File: src/rtl/mips_fetch_stage.sv
// Instruction-fetch stage: req/ack instruction memory front end feeding IF/ID,
// with PC_WRITE back-pressure, decode-stall buffering and redirect kill of in-flight fetches.
module mips_fetch_stage #(
    parameter int              AW  = 32,
    parameter int              DW  = 32,
    parameter logic [DW-1:0]   NOP = '0
) (
    input  logic          CLK,
    input  logic          RESET,
    input  logic [AW-1:0] NPC,
    input  logic          ID_STALL,
    input  logic          FLUSH,
    output logic          PC_WRITE,
    output logic          IMEM_REQ,
    output logic [AW-1:0] IMEM_ADDR,
    input  logic          IMEM_ACK,
    input  logic [DW-1:0] IMEM_RDATA,
    output logic [AW-1:0] IFID_PC4,
    output logic [DW-1:0] IFID_INSTR,
    output logic          IFID_VALID
);
    typedef enum logic [1:0] {S_WAIT, S_HOLD, S_DROP} state_t;

    state_t        state_q, state_d;
    logic [AW-1:0] addr_q, addr_d, pend_q, pend_d;
    logic [DW-1:0] hold_q, hold_d;
    logic          deliver;
    logic [DW-1:0] deliver_data;
    logic          pc_write_raw;

    assign IMEM_ADDR = addr_q;
    assign PC_WRITE  = pc_write_raw & ~RESET;

    always_comb begin
        state_d      = state_q;
        addr_d       = addr_q;
        pend_d       = pend_q;
        hold_d       = hold_q;
        pc_write_raw = 1'b0;
        deliver      = 1'b0;
        deliver_data = hold_q;
        IMEM_REQ     = 1'b0;
        case (state_q)
            S_WAIT: begin
                IMEM_REQ = 1'b1;
                if (FLUSH) begin
                    pc_write_raw = 1'b1;
                    if (IMEM_ACK) begin
                        addr_d = NPC;
                    end else begin
                        // request stays on the bus; remember where to go once it drains
                        pend_d  = NPC;
                        state_d = S_DROP;
                    end
                end else if (IMEM_ACK) begin
                    if (!ID_STALL) begin
                        deliver      = 1'b1;
                        deliver_data = IMEM_RDATA;
                        pc_write_raw = 1'b1;
                        addr_d       = NPC;
                    end else begin
                        hold_d  = IMEM_RDATA;
                        state_d = S_HOLD;
                    end
                end
            end
            S_HOLD: begin
                if (FLUSH) begin
                    pc_write_raw = 1'b1;
                    addr_d       = NPC;
                    state_d      = S_WAIT;
                end else if (!ID_STALL) begin
                    deliver      = 1'b1;
                    pc_write_raw = 1'b1;
                    addr_d       = NPC;
                    state_d      = S_WAIT;
                end
            end
            S_DROP: begin
                IMEM_REQ = 1'b1;
                if (FLUSH) begin
                    pc_write_raw = 1'b1;
                    pend_d       = NPC;
                end
                if (IMEM_ACK) begin
                    addr_d  = FLUSH ? NPC : pend_q;
                    state_d = S_WAIT;
                end
            end
            default: state_d = S_WAIT;
        endcase
    end

    always_ff @(posedge CLK) begin
        if (RESET) begin
            state_q    <= S_WAIT;
            addr_q     <= '0;
            pend_q     <= '0;
            hold_q     <= '0;
            IFID_PC4   <= '0;
            IFID_INSTR <= NOP;
            IFID_VALID <= 1'b0;
        end else begin
            state_q <= state_d;
            addr_q  <= addr_d;
            pend_q  <= pend_d;
            hold_q  <= hold_d;
            if (FLUSH) begin
                IFID_VALID <= 1'b0;
                IFID_INSTR <= NOP;
            end else if (!ID_STALL) begin
                if (deliver) begin
                    IFID_PC4   <= addr_q + AW'(4);
                    IFID_INSTR <= deliver_data;
                    IFID_VALID <= 1'b1;
                end else begin
                    IFID_VALID <= 1'b0;
                    IFID_INSTR <= NOP;
                end
            end
        end
    end
endmodule
File: config.mk
export PLATFORM = sky130hd
export DESIGN_NAME = mips_fetch_stage
export DESIGN_NICKNAME = d
export VERILOG_FILES = /design/src/rtl/mips_fetch_stage.sv
export SDC_FILE = /design/constraint.sdc
export NUM_CORES = 1
export LEC_CHECK = 0
export CORE_MARGIN = 5
export CORE_UTILIZATION = 51
export CTS_BUF_LIST = sky130_fd_sc_hd__clkbuf_8
export CTS_CLUSTER_SIZE = 8
export DETAILED_ROUTE_END_ITERATION = 10
export PLACE_DENSITY = 0.82
export RECOVER_POWER = 100
export SLEW_MARGIN = 20
export SYNTH_ARGS = -nofsm -noshare
export SYNTH_HDL_FRONTEND = slang
export SYNTH_SLANG_ARGS = --single-unit
File: constraint.sdc
create_clock -name CLK -period 2.4 [get_ports CLK]
set_input_delay 0.48 -clock CLK [delete_from_list [all_inputs] [get_ports CLK]]
set_output_delay 0.48 -clock CLK [all_outputs]
set_load 0.02 [all_outputs]
# Word level (Yosys, flattened, before mapping)
# Cells that the tools add are included.
totals:
  elab_cells: 65
  regBits: 163
op_classes:
  n_eq_ne: 10
  reduce_logical: 10
  muxes: 33
  add_sub_neg: 1
  n_bitwise: 4
ops:
  columns: ["operator", "count"]
  rows:
  - ["32-bit two-way mux", 12]
  - ["32-bit case mux with 3 select lines", 1]
  - ["32-bit case mux with 2 select lines", 1]
  - ["32-bit by 3-bit adder with 32-bit output (second input constant)", 1]
  - ["2-bit two-way mux", 7]
  - ["3-bit inequality test (second input constant)", 4]
  - ["1-bit two-way mux", 9]
  - ["3-bit AND reduction", 3]
  - ["2-bit inequality test (second input constant)", 4]
  - ["2-bit case mux with 3 select lines", 1]
  - ["5-bit AND reduction", 1]
  - ["4-bit AND reduction", 1]
  - ["2-bit OR reduction", 2]
  - ["1-bit inverter", 3]
  - ["1-bit case mux with 3 select lines", 1]
  - ["3-bit nonzero test", 1]
  - ["2-bit by 1-bit equality test with 1-bit output (second input constant)", 1]
  - ["2-bit equality test (second input constant)", 1]
  - ["2-bit zero test", 1]
  - ["1-bit case mux with 2 select lines", 1]
  - ["2-bit nonzero test", 1]
  - ["1-bit AND", 1]

# Logic depth before layout (Yosys ltp)
# Gate-level depths: netlist (run 1).
logic_depth:
  ltp_word: 5
  depth_mapped: 7

# Worst setup path before layout (run 1)
# No wires, ideal clock.
synth_timing:
  kind: "input port to output port"
  startpoint: "input RESET"
  endpoint: "output PC_WRITE"
  cell_stages: 4
  required_time_ps: 1920
  arrival_time_ps: 1514
  setup_slack_ps: 406
  path_cell_list: "clkbuf_1 -> clkbuf_1 -> clkbuf_1 -> a211oi_1"
synth_via:
  elab_chain_cells: 2
synth_lines:
  columns: ["item", "line", "text"]
  rows:
  - ["start, declared", "9", "input logic RESET,"]
  - ["1-bit inverter", "32", "assign PC_WRITE = pc_write_raw & ~RESET;"]
  - ["1-bit AND", "32", null]
  - ["end, declared", "13", "output logic PC_WRITE,"]
# No other way between the ends.

# Worst setup path in the final report (run 1)
layout_timing:
  startpoint: "input IMEM_ACK"
  endpoint: "output PC_WRITE"
layout_via:
  elab_chain_cells: 4
layout_lines:
  columns: ["item", "line", "text"]
  rows:
  - ["start, declared", "16", "input logic IMEM_ACK,"]
  - ["1-bit two-way mux", "55", "end else if (IMEM_ACK) begin"]
  - ["1-bit two-way mux", "46", "if (FLUSH) begin"]
  - ["1-bit case mux with 3 select lines", "43", "case (state_q)"]
  - ["1-bit AND", "32", null]
# No other way between the ends.

==> results of run 1 <==
-- tightest hold or removal path: cells and delay by family (launching register included) --
kind,cells,cell delay [ns]
simple gates,1,0.05
flops,1,0.31
compound gates,1,0.05
-- synth_stat cells, types with 6 or more instances --
cell type,n
a211oi_1,60
a21oi_1,134
buf_2,8
clkbuf_1,49
dfxtp_1,163
mux2i_1,32
nand2_1,208
nand3_1,9
nand4_1,6
nor2_1,105
xnor2_1,10
xor2_1,17
-- through the flow --
step,setup slack (ns),setup TNS [ns],power [mW],hold slack [ns]
final,0.08450,0,5.630,0.4538
after global routing,0.01041,0,5.876,0.4748
after CTS,0.05715,0,5.722,0.4569
after detailed placement,-0.2156,-0.2156,3.930,0.4463
after global placement,-0.2427,-0.2427,3.913,0.4412
after floorplan,0.4062,0,3.465,0.4360
-- metal layers --
| layer | wire length (um) | global-route usage, % | share of wire, % |
|---|---|---|---|
| met5 | 0 | 0 | 0 |
| met4 | 415 | 9.120 | 2.3 |
| met3 | 1272 | 6.183 | 7.2 |
| met2 | 8557 | 34.99 | 48 |
| met1 | 7448 | 28.53 | 42 |
-- registers in the layout (all words and copies together), names as in the netlist --
| signal | flops |
|---|---|
| hold_q | 32 |
| pend_q | 32 |
| IFID_INSTR | 32 |
| IMEM_ADDR | 32 |
| IFID_PC4 | 32 |
| IFID_VALID | 1 |
| state_q | 2 |
-- logic make-up (layout without fill, tap and decap cells) --
logic type               Yosys count  in the layout  synth area share [%]
adder cells (fa/ha/maj)            1              1                0.1836
flip-flops                       163            163                 47.89
multiplexers                      32             32                 4.701
XOR/XNOR                          27             27                 3.470
AO/OA/AOI/OAI                    199            199                 17.02
AND/OR/NAND/NOR                  358            358                 22.60
buffers and inverters             69            233                 4.131
-- worst paths after layout --
check                             startpoint  cells past startpoint            to  slack (ns)
worst max-delay path                IMEM_ACK                      6      PC_WRITE        0.08
worst min-delay path             IFID_PC4[1]                      2   IFID_PC4[1]        0.45
worst max register to register  IMEM_ADDR[2]                      6  IFID_PC4[28]        0.28
worst min register to register   IFID_PC4[1]                      2   IFID_PC4[1]        0.45
-- power groups by stage --
stage                     sequential (mW)  clock (mW)  combinational [mW]
after floorplan                      3.08           0               0.385
after global placement               2.99           0               0.923
after detailed placement             2.99           0               0.935
after CTS                            2.93        1.85               0.939
after global routing                 2.95        1.96               0.971
final                                2.93        1.81               0.896
-- what timing repair did --
| action | CTS | global route |
|---|---|---|
| gates resized for setup | 1 | 2 |
| pin swaps | 0 | 0 |
| hold endpoints to repair | 0 | 0 |
| setup endpoints to repair | 1 | 1 |
| setup buffers | 0 | 0 |
-- area by class of cell --
| class | count | area share (%) |
|---|---|---|
| sequential | 163 | 35.79 |
| timing repair buffer | 200 | 21.87 |
| tap | 176 | 2.415 |
| clock inverter | 7 | 0.6724 |
| clock buffer | 21 | 3.170 |
| multi-input combinational | 617 | 35.87 |
| inverter | 5 | 0.2058 |
==> results.ini, run 1 <==
[clock_tree]
clk_latency_ns = 0.45
cts.path.max_buffers = 2
cts.clk_slew.worst_paths_ns = 0.07
cts_root_buf = clkbuf_8
ctsHoldBuffers = 0
htree_levels = 4
cts_made_buffers = 17
tritoncts = built
cts.sinks = 163

[critical_path]
crit_path_frequent_cell = nor2_1
path_buf_inv = 2
crit_arrival_ns = 1.84
required_ns = 1.92
cp_max_fo = 2
crit_path_top_delay_cell = clkdlybuf4s50_1
path_cells = clkdlybuf4s50_1, nor2_1, nor2_1, nor2_1, a211oi_1, dlygate4sd1_1
crit_type = in -> out
startpoint_type = primary input
cp-end-kind = primary output
cpPeakStageDelay_ns = 0.51
path_delay_family = buffers and inverters

[power_and_ir_drop]
p_int_mw = 4.126
p_seq_share_pct = 52.0
swShare_pct = 26.72
peakVddDrop_uv = 346.4
clkPwrFrac_pct = 32.1
power.density_nw_per_um2 = 617.5
total_leakage_power_nw = 3.408
power_frac_comb_pct = 15.9
p_switching_mw = 1.504

[logic_synthesis]
yosysTopAreaCell = dfxtp_1
ys_top_cells_by_area = dfxtp_1, nand2_1, a21oi_1
synthCells = 849
yosys.cell_types.count = 41
synth-seq-area-share_pct = 47.89
synth_edf_count = 0
synth_top_flop_cell = dfxtp_1
synthArstFlopShare_pct = 0
synth.avg_cell_area_sq_um = 8.026
ys_warn_count = 0
synth_nets = 919
synth-seq-cells = 163
netlist_area_sq_um = 6814
synth_top_area_share_pct = 47.89

[timing]
fin_crit_ns = 2.315
tightest_slew_ns = 0.9462
finalClockSkew_ns = 0.01302
setup_viol = 0
rsz0062_at_grt = no
fin_crit_sh_pct = 96.48
slew_viol_final = 0
max_freq_mhz = 431.9
relSlewSlack_pct = 36.92
final_hold_viol_count = 0

[place]
io_buffers = 167
placed_cell_area_sq_um = 8820
dp.cells = 1161
gp_congestion = 0.8139
dpl.hpwl_um = 12320

[floorplanning]
row_count = 42
chipWidth_um = 125.6
dieArea_sq_um = 15770
core_region_area_sq_um = 13190
ios = 168
initial_core_util_pct = 51.66
dieHeight_um = 125.6

[routing]
first_iter_violations = 501
wl_per_cell_um = 14.88
drt_wl_total_um = 17690
drtPass1Iterations = 6
via_per_inst = 5.272
drc_errors = 0
dr_total_vias = 6268
antenna_left = 0

[global_route]
grt_pass1_vias = 5628
grt_util_all_layers_pct = 22.12
grt-ovfl-total = 0
grt_pass1_wl_um = 28650
grt_max_degree = 78
antenna_found_initial = 0

[finish]
synthToLayoutAreaGrowth_pct = 33.80
multi_input_area_sq_um = 3271
num_antenna_cells = 0
nets = 1074
fin_cells = 1189
seq_area_sq_um = 3263
layout_common_cells = nand2_1, dfxtp_1, a21oi_1
fillers = 1097
utilization_pct = 69.12
final_cell_area_sq_um = 9117
final_common_cell = nand2_1
drive_above_1_share_pct = 6.811

[status]
status = finished clean

[job]
maxCapViolCount = 0

[worst_hold_path]
min_path_type = reg -> reg

No activity file was read; power rests on OpenSTA's default activity.
==> run 2, diff against run 1 <==
--- a/config.mk
+++ b/config.mk
@@ -5,13 +5,15 @@
 export SDC_FILE = /design/constraint.sdc
 export NUM_CORES = 1
 export LEC_CHECK = 0
+export ABC_AREA = 1
 export CORE_MARGIN = 5
-export CORE_UTILIZATION = 51
+export CORE_UTILIZATION = 52
 export CTS_BUF_LIST = sky130_fd_sc_hd__clkbuf_8
 export CTS_CLUSTER_SIZE = 8
 export DETAILED_ROUTE_END_ITERATION = 10
 export PLACE_DENSITY = 0.82
 export RECOVER_POWER = 100
+export SKIP_LAST_GASP = 1
 export SLEW_MARGIN = 20
 export SYNTH_ARGS = -nofsm -noshare
 export SYNTH_HDL_FRONTEND = slang
==> constraint.sdc (replaced) <==
create_clock -name CLK -period 2.4 [get_ports CLK]
set_input_delay 0.36 -clock CLK [delete_from_list [all_inputs] [get_ports CLK]]
set_output_delay 0.36 -clock CLK [all_outputs]
set_load 0.02 [all_outputs]
==> run 2 against run 1 <==
Non-clock buffer count fell by 5; critical path type is now in -> reg; combinational power is 41% higher; wire length is 20% higher; power up 16%.
==> results.ini, run 2 <==
[logic_synthesis]
synth_commonest_cells = nand2_1, dfxtp_1, nor2_1
ys_warn_count = 0
yosys.cell_types.count = 31
synth_nets = 1130
synthCells = 1060
synth-seq-cells = 163
synth_edf_count = 0
synth_top_area_share_pct = 43.87
synth-seq-area-share_pct = 43.87
synthArstFlopShare_pct = 0
yosysMostFrequentCell = nand2_1
yosysTopAreaCell = dfxtp_1
synth.avg_cell_area_sq_um = 7.017
netlist_area_sq_um = 7438
synth_top_flop_cell = dfxtp_1
ys_top_cells_by_area = dfxtp_1, nand2_1, o21ai_0

[clock_tree]
tritoncts = built
htree_levels = 4
cts.path.max_buffers = 2
cts_made_buffers = 17
clk_latency_ns = 0.44
ctsHoldBuffers = 0
cts.sinks = 163
cts_resized = 0
cts.clk_slew.worst_paths_ns = 0.08
postCtsSetupRepairBufs = 0
cts_root_buf = clkbuf_8

[routing]
drtPass1Iterations = 5
drc_errors = 0
dr_total_vias = 7440
drt_wl_total_um = 21240
first_iter_violations = 640
wl_per_cell_um = 15.15
antenna_left = 0
via_per_inst = 5.307

[global_route]
grt_pass1_wl_um = 33820
grt-ovfl-total = 0
antenna_found_initial = 0
grt_max_degree = 114
grt_pass1_vias = 6754
grt_util_all_layers_pct = 25.00

[power_and_ir_drop]
power.density_nw_per_um2 = 677.8
clkPwrFrac_pct = 33.7
peakVddDrop_uv = 530.8
p_int_mw = 4.644
p_switching_mw = 1.884
power_frac_comb_pct = 19.4
total_leakage_power_nw = 4.051
swShare_pct = 28.86
p_seq_share_pct = 47.0

[timing]
fin_crit_sh_pct = 87.49
finalHoldWorstSlack_ns = 0.4533
setup_viol = 0
tightest_slew_ns = 1.041
slew_viol_final = 0
fin_crit_ns = 2.100
finalClockSkew_ns = 0.009456
final_hold_viol_count = 0
rsz0062_at_grt = no
finalSetupTns_ns = 0
max_freq_mhz = 476.2
relSlewSlack_pct = 30.57

[finish]
utilization_pct = 69.12
synthToLayoutAreaGrowth_pct = 29.49
multi_input_area_sq_um = 3543
seq_area_sq_um = 3263
fillers = 1204
drive_above_1_share_pct = 6.628
final_common_cell = nand2_1
num_antenna_cells = 0
layout_common_cells = nand2_1, dfxtp_1, nor2_1
nets = 1279

[critical_path]
r2r_start = state_q[1]
crit_type = in -> reg
r2r_cells = 7
r2r_slack_ns = 0.34
startpoint_type = primary input
cp_max_fo = 12
crit_arrival_ns = 2.48
cp-end-kind = flop
crit_end = IMEM_ADDR[9]
setup.worst_path.start = FLUSH
worstReg2RegEnd = IFID_INSTR[30]
required_ns = 2.78

[floorplanning]
initial_core_util_pct = 53.38
ios = 168
core_region_area_sq_um = 13930
dieArea_sq_um = 16800
dieHeight_um = 129.6
chipWidth_um = 129.6
row_count = 43

[place]
gp_congestion = 0.9311
io_buffers = 167
dpl.hpwl_um = 15230

[worst_hold_path]
min_path_type = reg -> reg
whs_path_depth = 2

[status]
status = finished clean

[job]
maxCapViolCount = 0

## run 2: cell families after synthesis
logic type / count (synthesis) / synth area share (%)
flops: 163 / 43.87
compound gates: 300 / 22.04
buf+inv: 132 / 7.990
xor+xnor: 7 / 0.8242
simple gates: 457 / 25.11
fa+ha+maj: 1 / 0.1682
## run 2: how the worst min path moves through the flow
stage	end	start	slack [ns]
floorplan	hold_q[31]	hold_q[31]	0.44
global placement	IFID_INSTR[0]	IFID_INSTR[0]	0.44
detailed placement	IFID_INSTR[0]	IFID_INSTR[0]	0.45
CTS	IFID_INSTR[0]	IFID_INSTR[0]	0.46
global route	IFID_INSTR[0]	IFID_INSTR[0]	0.47
finish	IFID_INSTR[0]	IFID_INSTR[0]	0.45
## run 2: metrics by stage
| stage | total power, mW | setup slack [ns] | cell area [sq um] | std cells |
|---|---|---|---|---|
| 2_1_floorplan | 3.885 | 0.7905 | 7438 | 1060 |
| 3_3_place_gp | 4.410 | 0.1561 | 9265 | 1370 |
| 3_5_place_dp | 4.435 | 0.1534 | 9265 | 1370 |
| 4_1_cts | 6.627 | 0.05071 | 9712 | 1402 |
| 5_1_grt | 6.832 | 0.1577 | 9632 | 1402 |
| 6_report | 6.528 | 0.3002 | 9632 | 1402 |
## run 2: area by class of cell
type,instances,area share [%]
tap,180,2.338
clock inverter,11,1.637
sequential,163,33.88
multi-input combinational,765,36.79
inverter,67,2.611
timing repair buffer,195,19.75
clock buffer,21,3.001
## run 2: metal layers
| metal | up-vias | global-route usage, % | share of wire, % |
|---|---|---|---|
| met1 | 3339 | 33.96 | 45 |
| met5 | - | 0 | 0 |
| met3 | 33 | 4.740 | 7.0 |
| met2 | 288 | 40.04 | 46 |
| met4 | 0 | 8.680 | 2.0 |
| li1 | 3780 | - | - |
## run 2: power groups by stage
stage,Sequential [mW],Clock (mW),Combinational [mW]
after floorplan,3.20,0,0.680
after global placement,3.12,0,1.29
after detailed placement,3.13,0,1.31
after CTS,3.07,2.24,1.32
after global routing,3.09,2.35,1.39
final,3.07,2.20,1.26
## run 2: worst max-delay path, stage by stage
cell and delay, ns:
dlygate4sd3_1 0.59, clkbuf_1 0.16, inv_2 0.14, nand3_1 0.33
inv_1 0.23, buf_4 0.22, nand2_1 0.09, nand2_1 0.08
o21ai_0 0.10, a21oi_1 0.18
==> run 3, diff against run 2 <==
--- a/config.mk
+++ b/config.mk
@@ -11,6 +11,7 @@
 export CTS_BUF_LIST = sky130_fd_sc_hd__clkbuf_8
 export CTS_CLUSTER_SIZE = 8
 export DETAILED_ROUTE_END_ITERATION = 10
+export HOLD_SLACK_MARGIN = 0.06
 export PLACE_DENSITY = 0.82
 export RECOVER_POWER = 100
 export SKIP_LAST_GASP = 1
==> results of run 3 <==
The final DEF is identical to that of run 2; final timing and power are the same.
